<file path="config.mk">
export PLATFORM = sky130hd
export DESIGN_NAME = m2p_echo_indication_flat
export DESIGN_NICKNAME = d
export VERILOG_FILES = /design/src/rtl/echo_ind_pkg.sv /design/src/rtl/m2p_echo_indication_if.sv /design/src/rtl/m2p_msg_fifo.sv /design/src/rtl/m2p_echo_indication.sv /design/src/flat_wrapper.sv
export SDC_FILE = /design/constraint.sdc
export NUM_CORES = 1
export LEC_CHECK = 0
export BUFFER_PORTS_ARGS = -buffer_cell sky130_fd_sc_hd__buf_2
export CAP_MARGIN = 5
export CELL_PAD_IN_SITES_DETAIL_PLACEMENT = 1
export CELL_PAD_IN_SITES_GLOBAL_PLACEMENT = 2
export CORE_ASPECT_RATIO = 0.8
export CORE_UTILIZATION = 38
export DETAILED_ROUTE_END_ITERATION = 8
export PLACE_DENSITY_LB_ADDON = 0.12
export SYNTH_ARGS = -nofsm -noshare
export SYNTH_HDL_FRONTEND = slang
export SYNTH_SLANG_ARGS = --single-unit
</file>
<file path="constraint.sdc">
create_clock -name CLK -period 23.5 [get_ports CLK]
set_clock_uncertainty 0.2 [all_clocks]
set_input_delay 4.7 -clock CLK [delete_from_list [all_inputs] [get_ports CLK]]
set_output_delay 4.7 -clock CLK [all_outputs]
set_load 0.1 [all_outputs]
</file>
<file path="src/rtl/echo_ind_pkg.sv">
// Shared definitions for the EchoIndication method-to-pipe serializer:
// message layout, method tags and the per-method message encoders.
package echo_ind_pkg;

  localparam int unsigned TAG_W  = 16;
  localparam int unsigned DATA_W = 128;
  localparam int unsigned MSG_W  = TAG_W + DATA_W;
  localparam int unsigned N_METH = 3;

  localparam logic [TAG_W-1:0] TAG_HEARD  = 16'd0;
  localparam logic [TAG_W-1:0] TAG_HEARD2 = 16'd1;
  localparam logic [TAG_W-1:0] TAG_HEARD3 = 16'd2;

  localparam int unsigned TAG_MSB      = 143;
  localparam int unsigned TAG_LSB      = 128;
  localparam int unsigned HEARD_V_MSB  = 111;
  localparam int unsigned HEARD_V_LSB  = 80;
  localparam int unsigned HEARD2_A_MSB = 111;
  localparam int unsigned HEARD2_A_LSB = 96;
  localparam int unsigned HEARD2_B_MSB = 95;
  localparam int unsigned HEARD2_B_LSB = 80;
  localparam int unsigned HEARD3_V_MSB = 87;
  localparam int unsigned HEARD3_V_LSB = 80;

  typedef logic [MSG_W-1:0] msg_t;

  typedef enum logic [1:0] {
    M_HEARD  = 2'd0,
    M_HEARD2 = 2'd1,
    M_HEARD3 = 2'd2
  } meth_e;

  function automatic msg_t enc_heard(input logic [31:0] v);
    msg_t m;
    m = '0;
    m[TAG_MSB:TAG_LSB]         = TAG_HEARD;
    m[HEARD_V_MSB:HEARD_V_LSB] = v;
    return m;
  endfunction

  function automatic msg_t enc_heard2(input logic [15:0] a, input logic [15:0] b);
    msg_t m;
    m = '0;
    m[TAG_MSB:TAG_LSB]           = TAG_HEARD2;
    m[HEARD2_A_MSB:HEARD2_A_LSB] = a;
    m[HEARD2_B_MSB:HEARD2_B_LSB] = b;
    return m;
  endfunction

  function automatic msg_t enc_heard3(input logic [7:0] v);
    msg_t m;
    m = '0;
    m[TAG_MSB:TAG_LSB]           = TAG_HEARD3;
    m[HEARD3_V_MSB:HEARD3_V_LSB] = v;
    return m;
  endfunction

  // Round-robin pick: first requester at or after ptr, in heard->heard2->heard3 order.
  function automatic logic [2:0] rr_pick(input logic [2:0] req, input meth_e ptr);
    logic [2:0] rot;
    logic [2:0] p;
    logic [2:0] g;
    case (ptr)
      M_HEARD2: rot = {req[0], req[2:1]};
      M_HEARD3: rot = {req[1:0], req[2]};
      default:  rot = req;
    endcase
    if (rot[0])      p = 3'b001;
    else if (rot[1]) p = 3'b010;
    else if (rot[2]) p = 3'b100;
    else             p = 3'b000;
    case (ptr)
      M_HEARD2: g = {p[1:0], p[2]};
      M_HEARD3: g = {p[0], p[2:1]};
      default:  g = p;
    endcase
    return g;
  endfunction

endpackage

</file>
<file path="src/rtl/m2p_echo_indication_if.sv">
// EchoIndication method calls plus the PipeIn enq channel they are serialized onto.
interface m2p_echo_indication_if;
  import echo_ind_pkg::*;

  logic        heard__ENA;
  logic [31:0] heard_v;
  logic        heard__RDY;
  logic        heard2__ENA;
  logic [15:0] heard2_a;
  logic [15:0] heard2_b;
  logic        heard2__RDY;
  logic        heard3__ENA;
  logic [7:0]  heard3_v;
  logic        heard3__RDY;
  logic        enq__ENA;
  msg_t        enq_v;
  logic        enq__RDY;

  modport master (
    output heard__ENA, heard_v, heard2__ENA, heard2_a, heard2_b, heard3__ENA, heard3_v,
    input  heard__RDY, heard2__RDY, heard3__RDY,
    input  enq__ENA, enq_v,
    output enq__RDY
  );

  modport slave (
    input  heard__ENA, heard_v, heard2__ENA, heard2_a, heard2_b, heard3__ENA, heard3_v,
    output heard__RDY, heard2__RDY, heard3__RDY,
    output enq__ENA, enq_v,
    input  enq__RDY
  );

endinterface

</file>
<file path="src/rtl/m2p_msg_fifo.sv">
// Synchronous FIFO for encoded messages; a push into a full FIFO is accepted
// when a pop happens in the same cycle.
module m2p_msg_fifo #(
  parameter int unsigned WIDTH = 144,
  parameter int unsigned DEPTH = 4
) (
  input  logic                     clk,
  input  logic                     rst,
  input  logic                     push_i,
  input  logic [WIDTH-1:0]         data_i,
  input  logic                     pop_i,
  output logic [WIDTH-1:0]         data_o,
  output logic                     full_o,
  output logic                     empty_o,
  output logic [$clog2(DEPTH):0]   count_o
);

  localparam int unsigned AW = $clog2(DEPTH);
  localparam int unsigned CW = AW + 1;

  logic [WIDTH-1:0] mem_q [DEPTH];
  logic [AW-1:0]    wr_ptr_q, wr_ptr_d;
  logic [AW-1:0]    rd_ptr_q, rd_ptr_d;
  logic [CW-1:0]    count_q, count_d;
  logic             do_push, do_pop;

  assign empty_o = (count_q == '0);
  assign full_o  = (count_q == CW'(DEPTH));
  assign count_o = count_q;
  assign data_o  = mem_q[rd_ptr_q];

  assign do_pop  = pop_i && !empty_o;
  assign do_push = push_i && (!full_o || do_pop);

  always_comb begin
    wr_ptr_d = wr_ptr_q;
    rd_ptr_d = rd_ptr_q;
    count_d  = count_q;
    if (do_push) wr_ptr_d = wr_ptr_q + AW'(1);
    if (do_pop)  rd_ptr_d = rd_ptr_q + AW'(1);
    case ({do_push, do_pop})
      2'b10:   count_d = count_q + CW'(1);
      2'b01:   count_d = count_q - CW'(1);
      default: count_d = count_q;
    endcase
  end

  always_ff @(posedge clk or posedge rst) begin
    if (rst) begin
      for (int i = 0; i < int'(DEPTH); i++) mem_q[i] <= '0;
      wr_ptr_q <= '0;
      rd_ptr_q <= '0;
      count_q  <= '0;
    end else begin
      if (do_push) mem_q[wr_ptr_q] <= data_i;
      wr_ptr_q <= wr_ptr_d;
      rd_ptr_q <= rd_ptr_d;
      count_q  <= count_d;
    end
  end

endmodule

</file>
<file path="src/rtl/m2p_echo_indication.sv">
// EchoIndication method-to-pipe serializer: per-method hold registers, a
// round-robin arbiter and an encoder feeding a message FIFO onto pipe.enq.
module m2p_echo_indication
  import echo_ind_pkg::*;
#(
  parameter int unsigned FIFO_DEPTH = 4
) (
  input logic                  CLK,
  input logic                  nRST,
  m2p_echo_indication_if.slave bus
);

  localparam int unsigned CNT_W = $clog2(FIFO_DEPTH) + 1;

  logic [2:0]  hold_valid_q, hold_valid_d;
  logic [31:0] heard_v_q, heard_v_d;
  logic [15:0] heard2_a_q, heard2_a_d;
  logic [15:0] heard2_b_q, heard2_b_d;
  logic [7:0]  heard3_v_q, heard3_v_d;
  meth_e       rr_q, rr_d;

  logic [2:0]       call_c, grant_c;
  logic             pop_c, space_c;
  msg_t             msg_c;
  msg_t             fifo_head;
  logic             fifo_full, fifo_empty;
  logic [CNT_W-1:0] fifo_count;

  // A call is only taken while its hold register is free; otherwise ignored.
  assign call_c = {bus.heard3__ENA, bus.heard2__ENA, bus.heard__ENA} & ~hold_valid_q;

  assign bus.heard__RDY  = !hold_valid_q[0];
  assign bus.heard2__RDY = !hold_valid_q[1];
  assign bus.heard3__RDY = !hold_valid_q[2];

  assign bus.enq__ENA = !fifo_empty;
  assign bus.enq_v    = fifo_head;
  assign pop_c        = !fifo_empty && bus.enq__RDY;

  assign space_c = (fifo_count < CNT_W'(FIFO_DEPTH)) || (fifo_full && pop_c);
  assign grant_c = space_c ? rr_pick(hold_valid_q, rr_q) : 3'b000;

  always_comb begin
    hold_valid_d = hold_valid_q & ~grant_c;
    heard_v_d    = heard_v_q;
    heard2_a_d   = heard2_a_q;
    heard2_b_d   = heard2_b_q;
    heard3_v_d   = heard3_v_q;
    if (call_c[0]) begin
      hold_valid_d[0] = 1'b1;
      heard_v_d       = bus.heard_v;
    end
    if (call_c[1]) begin
      hold_valid_d[1] = 1'b1;
      heard2_a_d      = bus.heard2_a;
      heard2_b_d      = bus.heard2_b;
    end
    if (call_c[2]) begin
      hold_valid_d[2] = 1'b1;
      heard3_v_d      = bus.heard3_v;
    end
  end

  // Encode the winner and move the pointer just past it.
  always_comb begin
    msg_c = enc_heard3(heard3_v_q);
    rr_d  = rr_q;
    if (grant_c[0]) begin
      msg_c = enc_heard(heard_v_q);
      rr_d  = M_HEARD2;
    end else if (grant_c[1]) begin
      msg_c = enc_heard2(heard2_a_q, heard2_b_q);
      rr_d  = M_HEARD3;
    end else if (grant_c[2]) begin
      rr_d  = M_HEARD;
    end
  end

  always_ff @(posedge CLK or posedge nRST) begin
    if (nRST) begin
      hold_valid_q <= '0;
      heard_v_q    <= '0;
      heard2_a_q   <= '0;
      heard2_b_q   <= '0;
      heard3_v_q   <= '0;
      rr_q         <= M_HEARD;
    end else begin
      hold_valid_q <= hold_valid_d;
      heard_v_q    <= heard_v_d;
      heard2_a_q   <= heard2_a_d;
      heard2_b_q   <= heard2_b_d;
      heard3_v_q   <= heard3_v_d;
      rr_q         <= rr_d;
    end
  end

  m2p_msg_fifo #(
    .WIDTH (MSG_W),
    .DEPTH (FIFO_DEPTH)
  ) u_fifo (
    .clk     (CLK),
    .rst     (nRST),
    .push_i  (|grant_c),
    .data_i  (msg_c),
    .pop_i   (pop_c),
    .data_o  (fifo_head),
    .full_o  (fifo_full),
    .empty_o (fifo_empty),
    .count_o (fifo_count)
  );

endmodule
</file>
<file path="src/flat_wrapper.sv">
// flat-port wrapper written by rule: the top's interface ports become plain ports
module m2p_echo_indication_flat import echo_ind_pkg::*;
#(
  parameter int unsigned FIFO_DEPTH = 4
)
  (CLK, nRST, bus_heard__ENA, bus_heard_v, bus_heard2__ENA, bus_heard2_a, bus_heard2_b, bus_heard3__ENA, bus_heard3_v, bus_heard__RDY, bus_heard2__RDY, bus_heard3__RDY, bus_enq__ENA, bus_enq_v, bus_enq__RDY);
  m2p_echo_indication_if bus_i ();
  input logic CLK;
  input logic nRST;
  input wire logic [$bits(bus_i.heard__ENA)-1:0] bus_heard__ENA;
  input wire logic [$bits(bus_i.heard_v)-1:0] bus_heard_v;
  input wire logic [$bits(bus_i.heard2__ENA)-1:0] bus_heard2__ENA;
  input wire logic [$bits(bus_i.heard2_a)-1:0] bus_heard2_a;
  input wire logic [$bits(bus_i.heard2_b)-1:0] bus_heard2_b;
  input wire logic [$bits(bus_i.heard3__ENA)-1:0] bus_heard3__ENA;
  input wire logic [$bits(bus_i.heard3_v)-1:0] bus_heard3_v;
  output wire logic [$bits(bus_i.heard__RDY)-1:0] bus_heard__RDY;
  output wire logic [$bits(bus_i.heard2__RDY)-1:0] bus_heard2__RDY;
  output wire logic [$bits(bus_i.heard3__RDY)-1:0] bus_heard3__RDY;
  output wire logic [$bits(bus_i.enq__ENA)-1:0] bus_enq__ENA;
  output wire logic [$bits(bus_i.enq_v)-1:0] bus_enq_v;
  input wire logic [$bits(bus_i.enq__RDY)-1:0] bus_enq__RDY;
  assign bus_i.heard__ENA = bus_heard__ENA;
  assign bus_i.heard_v = bus_heard_v;
  assign bus_i.heard2__ENA = bus_heard2__ENA;
  assign bus_i.heard2_a = bus_heard2_a;
  assign bus_i.heard2_b = bus_heard2_b;
  assign bus_i.heard3__ENA = bus_heard3__ENA;
  assign bus_i.heard3_v = bus_heard3_v;
  assign bus_heard__RDY = bus_i.heard__RDY;
  assign bus_heard2__RDY = bus_i.heard2__RDY;
  assign bus_heard3__RDY = bus_i.heard3__RDY;
  assign bus_enq__ENA = bus_i.enq__ENA;
  assign bus_enq_v = bus_i.enq_v;
  assign bus_i.enq__RDY = bus_enq__RDY;
  m2p_echo_indication #(.FIFO_DEPTH(FIFO_DEPTH)) u_core (.CLK(CLK), .nRST(nRST), .bus(bus_i));
endmodule
</file>
After elaboration in Yosys (flattened, before gate mapping)
Cells that the tools add are included.
{"block": "totals", "ff_bits": 660, "inputBits": 78}
{"block": "op_classes", "addsub": 4, "magnitude_cmp": 4, "eq_ne": 5, "mux": 21, "n_bitwise": 6, "n_reduce_logical": 16}
{"op": "$bwmux 576", "count": 1}
{"op": "$mux 144", "count": 4}
{"op": "$bmux 144 s2", "count": 1}
{"op": "$demux 144 s2", "count": 1}
{"op": "$mux 130", "count": 1}
{"op": "$pmux 3 s2", "count": 3}
{"op": "$mux 3", "count": 4}
{"op": "$and 3x3->3", "count": 2}
{"op": "$ge 3x3->1 const B", "count": 2}
{"op": "$mux 2", "count": 3}
{"op": "$not 2->3", "count": 2}
{"op": "$not 3->3", "count": 2}
{"op": "$logic_and 1x1->1", "count": 5}
{"op": "$logic_not 1->1", "count": 5}
{"op": "$add 2x1->2 const B", "count": 2}
{"op": "$eq 2x1->1 const B", "count": 2}
{"op": "$eq 2x2->1 const B", "count": 2}
{"op": "$add 3x1->3 const B", "count": 1}
{"op": "$eq 3x3->1 const B", "count": 1}
{"op": "$logic_not 3->1", "count": 1}
{"op": "$lt 3x1->1 const B", "count": 1}
{"op": "$lt 3x3->1 const B", "count": 1}
{"op": "$mux 1", "count": 3}
{"op": "$reduce_bool 3->1", "count": 1}
{"op": "other kinds (4)", "count": 5}

Depth between registers and ports, before layout
{"block": "depth", "ltp_word": 11, "depth_mapped": 12, "ltp_nobuf": 11}

Cells and area by module
From an unflattened synthesis, not the netlist that was laid out.
{"block": "unflattened", "cells_unflattened": 1742, "area_unflattened_um2": 28777.6}
{"module": "m2p_msg_fifo", "n_inst": 1, "cells_each": 1430, "area_each_um2": 25090.3, "seq_area_each_um2": 14589.0}
{"module": "m2p_echo_indication", "n_inst": 1, "cells_each": 312, "area_each_um2": 3687.3, "seq_area_each_um2": 1926.8}

Worst setup path after synthesis
Ideal clock, no wire load.
{"block": "synth_path", "path_kind": "register to output", "from": "reg u_core.u_fifo.rd_ptr_q[0]", "to": "out bus_enq_v[104]", "arrival_time_ns": 1.950, "t_required_ns": 18.600, "setup_slack_ns": 16.650, "path_stages_with_launch": 5, "n_path_buf": 3, "path_cell_list": "dfrtp_1 -> clkbuf_1 -> clkbuf_1 -> buf_2 -> mux4_2"}
{"block": "synth_via", "elab_chain_cells": 4}
{"item": "start, declared", "line_no": "m2p_msg_fifo.sv:23", "rtl": "logic [AW-1:0] rd_ptr_q, rd_ptr_d;"}
{"item": "start signal, assigned", "line_no": "m2p_msg_fifo.sv:57", "rtl": "rd_ptr_q <= rd_ptr_d;"}
{"item": "$not 2->3 (not written as such)", "line_no": "m2p_msg_fifo.sv:30", "rtl": "assign data_o = mem_q[rd_ptr_q];"}
{"item": "$bmux 144 s2", "line_no": "m2p_msg_fifo.sv:30"}
{"item": "$mux 144 (not written as such) (2 in a row)", "line_no": "m2p_msg_fifo.sv:30"}
{"item": "end, declared", "line_no": "flat_wrapper.sv:21", "rtl": "output wire logic [$bits(bus_i.enq_v)-1:0] bus_enq_v;"}
No other way between the ends. The select of a mux whose other input is x is not followed.

Worst setup path after layout
{"block": "layout_path", "from": "reg u_core.u_fifo.rd_ptr_q[0]", "to": "out bus_enq_v[92]"}
Same word-level chain as after synthesis.

==> impl_metrics.tcl <==
set metrics [dict create \
    cts_resized 0 \
    drtAntennaViolNets 0 \
    yosysWarnings 0 \
    final_nets 1091 \
    vias_per_cell 4.928 \
    postCtsHoldBufs 0 \
    synth_commonest_cells "220 x dfrtp_1, 111 x buf_4, 109 x nand2_1, 76 x o21ai_0, 72 x mux2_2" \
    synth-edff-count 0 \
    rsz0062_at_grt "no" \
    cts.sinks 220 \
    antenna_found_initial 0 \
    dp_hpwl_mm 16.39 \
    diodes 0 \
    max_stage_delay_ns 1.09 \
    worst_pin_slew_ns 1.320 \
    place_congestion 0.7536 \
    avgRoutedWirePerCell_um 18.57 \
    routed_wl_mm 25.60 \
    cts_max_level 1 \
    synth.most_common_cell "dfrtp_1" \
    overflow 0 \
    slew_headroom_pct 11.05 \
    synthTopCellsByArea "dfrtp_1 53%, buf_4 8.1%, mux2_2 7.9%" \
    ys_types 37 \
    r2r_start "u_core.u_fifo.count_o[0]" \
    slew_violations 0 \
    hp-start "u_core.u_fifo.mem_q[534]" \
    grt_max_degree 78 \
    finalInstanceArea_mm2 0.01157 \
    maxCapViolCount 0 \
    arrival_ns 2.60 \
    clockRootBuffer "clkbuf_16" \
    vias 6796 \
    synthFlopType "dfrtp_1" \
    grt_pass1_wl_mm 41.06 \
    synth_top_area_cell "dfrtp_1" \
    worstSetupPathType "reg -> out" \
    end_kind "output port" \
    insertion_delay_ns 0.51 \
    chipHeight_um 149.2 \
    initial_core_util_pct 38.92 \
    area_delta_synth_final_pct 12.37 \
    fin_ws_ns 16.00 \
    clk_pin_slew_ns 0.06 \
    max_freq_mhz 133.3 \
    status "finished clean" \
    placed_area_mm2 0.01078 \
    dp_cells 1336 \
    post_cts_buffers 0 \
    worst-path-max-fanout 36 \
    die_w_um 186.1 \
    cp-start-kind "flop" \
    synth_cells 910 \
    seq_area_frac_synth_pct 53.46 \
    ys_async_sr_fraction_pct 100.0 \
    r2r_setup_slack_ns 19.93 \
    drive_gt1_share_pct 26.81 \
    setup_tns_ns 0 \
    period_needed_ns 7.504 \
    grt_usage_pct 19.13 \
    syn_area_mm2 0.01030 \
    cp_slowest_cell "dfrtp_2" \
    first_iter_violations 351 \
    min_period_over_period_pct 31.93 \
    crit_start "u_core.u_fifo.rd_ptr_q[0]" \
    num_rows 53 \
    ioPinCount 226 \
    portBuffers 115 \
    syn_avg_cell_area_um2 11.32 \
    clk_path_buf_depth 3 \
    ys_ff_latch 220 \
    crit_chain "mux4_2 > buf_2" \
    cts_tree "yes" \
    hold_viol_final 0 \
    cts_made_buffers 24 \
    final_cells 1379 \
    post-place-ws_ns 15.54 \
    coreArea_mm2 0.02646 \
    finalSetupViolCount 0 \
    required_ns 18.60 \
    drtPass1Iterations 4 \
    drcViolationCount 0 \
    fp.dieArea_mm2 0.02777 \
    synth_top_area_share_pct 53.46 \
    grt_pass1_vias 7118 \
    worstHoldPathType "reg -> reg" \
]
registers in the layout, summed over array words and instances, names as in the netlist:
register / cells
u_core.hold_valid_q: 3
u_core.u_fifo.mem_q: 136
u_core.heard2_a_q: 16
u_core.heard_v_q: 32
u_core.u_fifo.rd_ptr_q: 2
u_core.rr_q: 2
u_core.heard3_v_q: 8
u_core.heard2_b_q: 16
u_core.u_fifo.count_o: 3
u_core.u_fifo.wr_ptr_q: 2
final timing paths:
path	end	depth (start not counted)
worst max-delay path	bus_enq_v[92]	2
worst min-delay path	u_core.u_fifo.mem_q[534]	2
worst max register to register	u_core.u_fifo.mem_q[374]	5
worst min register to register	u_core.u_fifo.mem_q[534]	2
max in group asynchronous	u_core.heard2_a_q[10]	4
min in group asynchronous	u_core.u_fifo.count_o[0]	2
layout make-up:
cell class	count	area (um^2)
Fill cell	2903	14890
Clock inverter	3	40.04
Sequential cell	220	5508
Tap cell	357	446.7
Timing Repair Buffer	122	628.1
Multi-Input combinational cell	624	4141
Inverter	13	56.30
Clock buffer	40	752.0
kinds of logic after synthesis:
family | synth area share [%]
other | 0.03641
adder cells (fa/ha/maj) | 1.045
flip-flops | 53.46
AO/OA/AOI/OAI | 12.17
multiplexers | 15.41
AND/OR/NAND/NOR | 6.718
buffers and inverters | 10.65
XOR/XNOR | 0.5104
layer usage:
metal | vias up | part of all wire, % | global-route usage [%]
li1 | 3158 | - | -
met1 | 3424 | 49 | 28.86
met2 | 180 | 44 | 29.05
met3 | 34 | 4.5 | 2.710
met4 | 0 | 1.9 | 4.303
met5 | - | 0 | 0
critical path, delay by kind of cell (launching register included):
family,cells,cell delay (ns)
flip-flops,1,1.09
multiplexers,1,0.66
buffers and inverters,1,0.32
cell usage in the layout (no fill, tap or decap), drive strengths merged:
| cell | n |
|---|---|
| a211o | 1 |
| a211oi | 2 |
| a21boi | 2 |
| a21o | 3 |
| a21oi | 36 |
| a22oi | 32 |
| and2 | 5 |
| buf | 122 |
| bufinv | 1 |
| clkbuf | 40 |
| clkinv | 2 |
| conb | 110 |
| dfrtp | 220 |
| fa | 1 |
| ha | 7 |
| inv | 13 |
| mux2 | 72 |
| mux2i | 1 |
| mux4 | 34 |
| nand2 | 109 |
| nand2b | 4 |
| nand3 | 3 |
| nor2 | 41 |
| nor2b | 4 |
| nor3 | 2 |
| nor3b | 1 |
| o211ai | 3 |
| o21a | 2 |
| o21ai | 123 |
| o22ai | 17 |
| o31ai | 1 |
| or3 | 1 |
| or3b | 1 |
| xnor2 | 3 |
| xor2 | 3 |
stage by stage:
step	hold slack [ns]	util (%)
2_1_floorplan	0.2446	-
5_1_grt	0.2959	43.74
4_1_cts	0.2786	43.74
3_3_place_gp	0.2587	40.74
3_5_place_dp	0.2650	40.74
6_report	0.2750	43.74
Power is left out: the tool's default activity adds up to more than one toggle a clock period on the data nets, which glitch-free logic cannot reach.
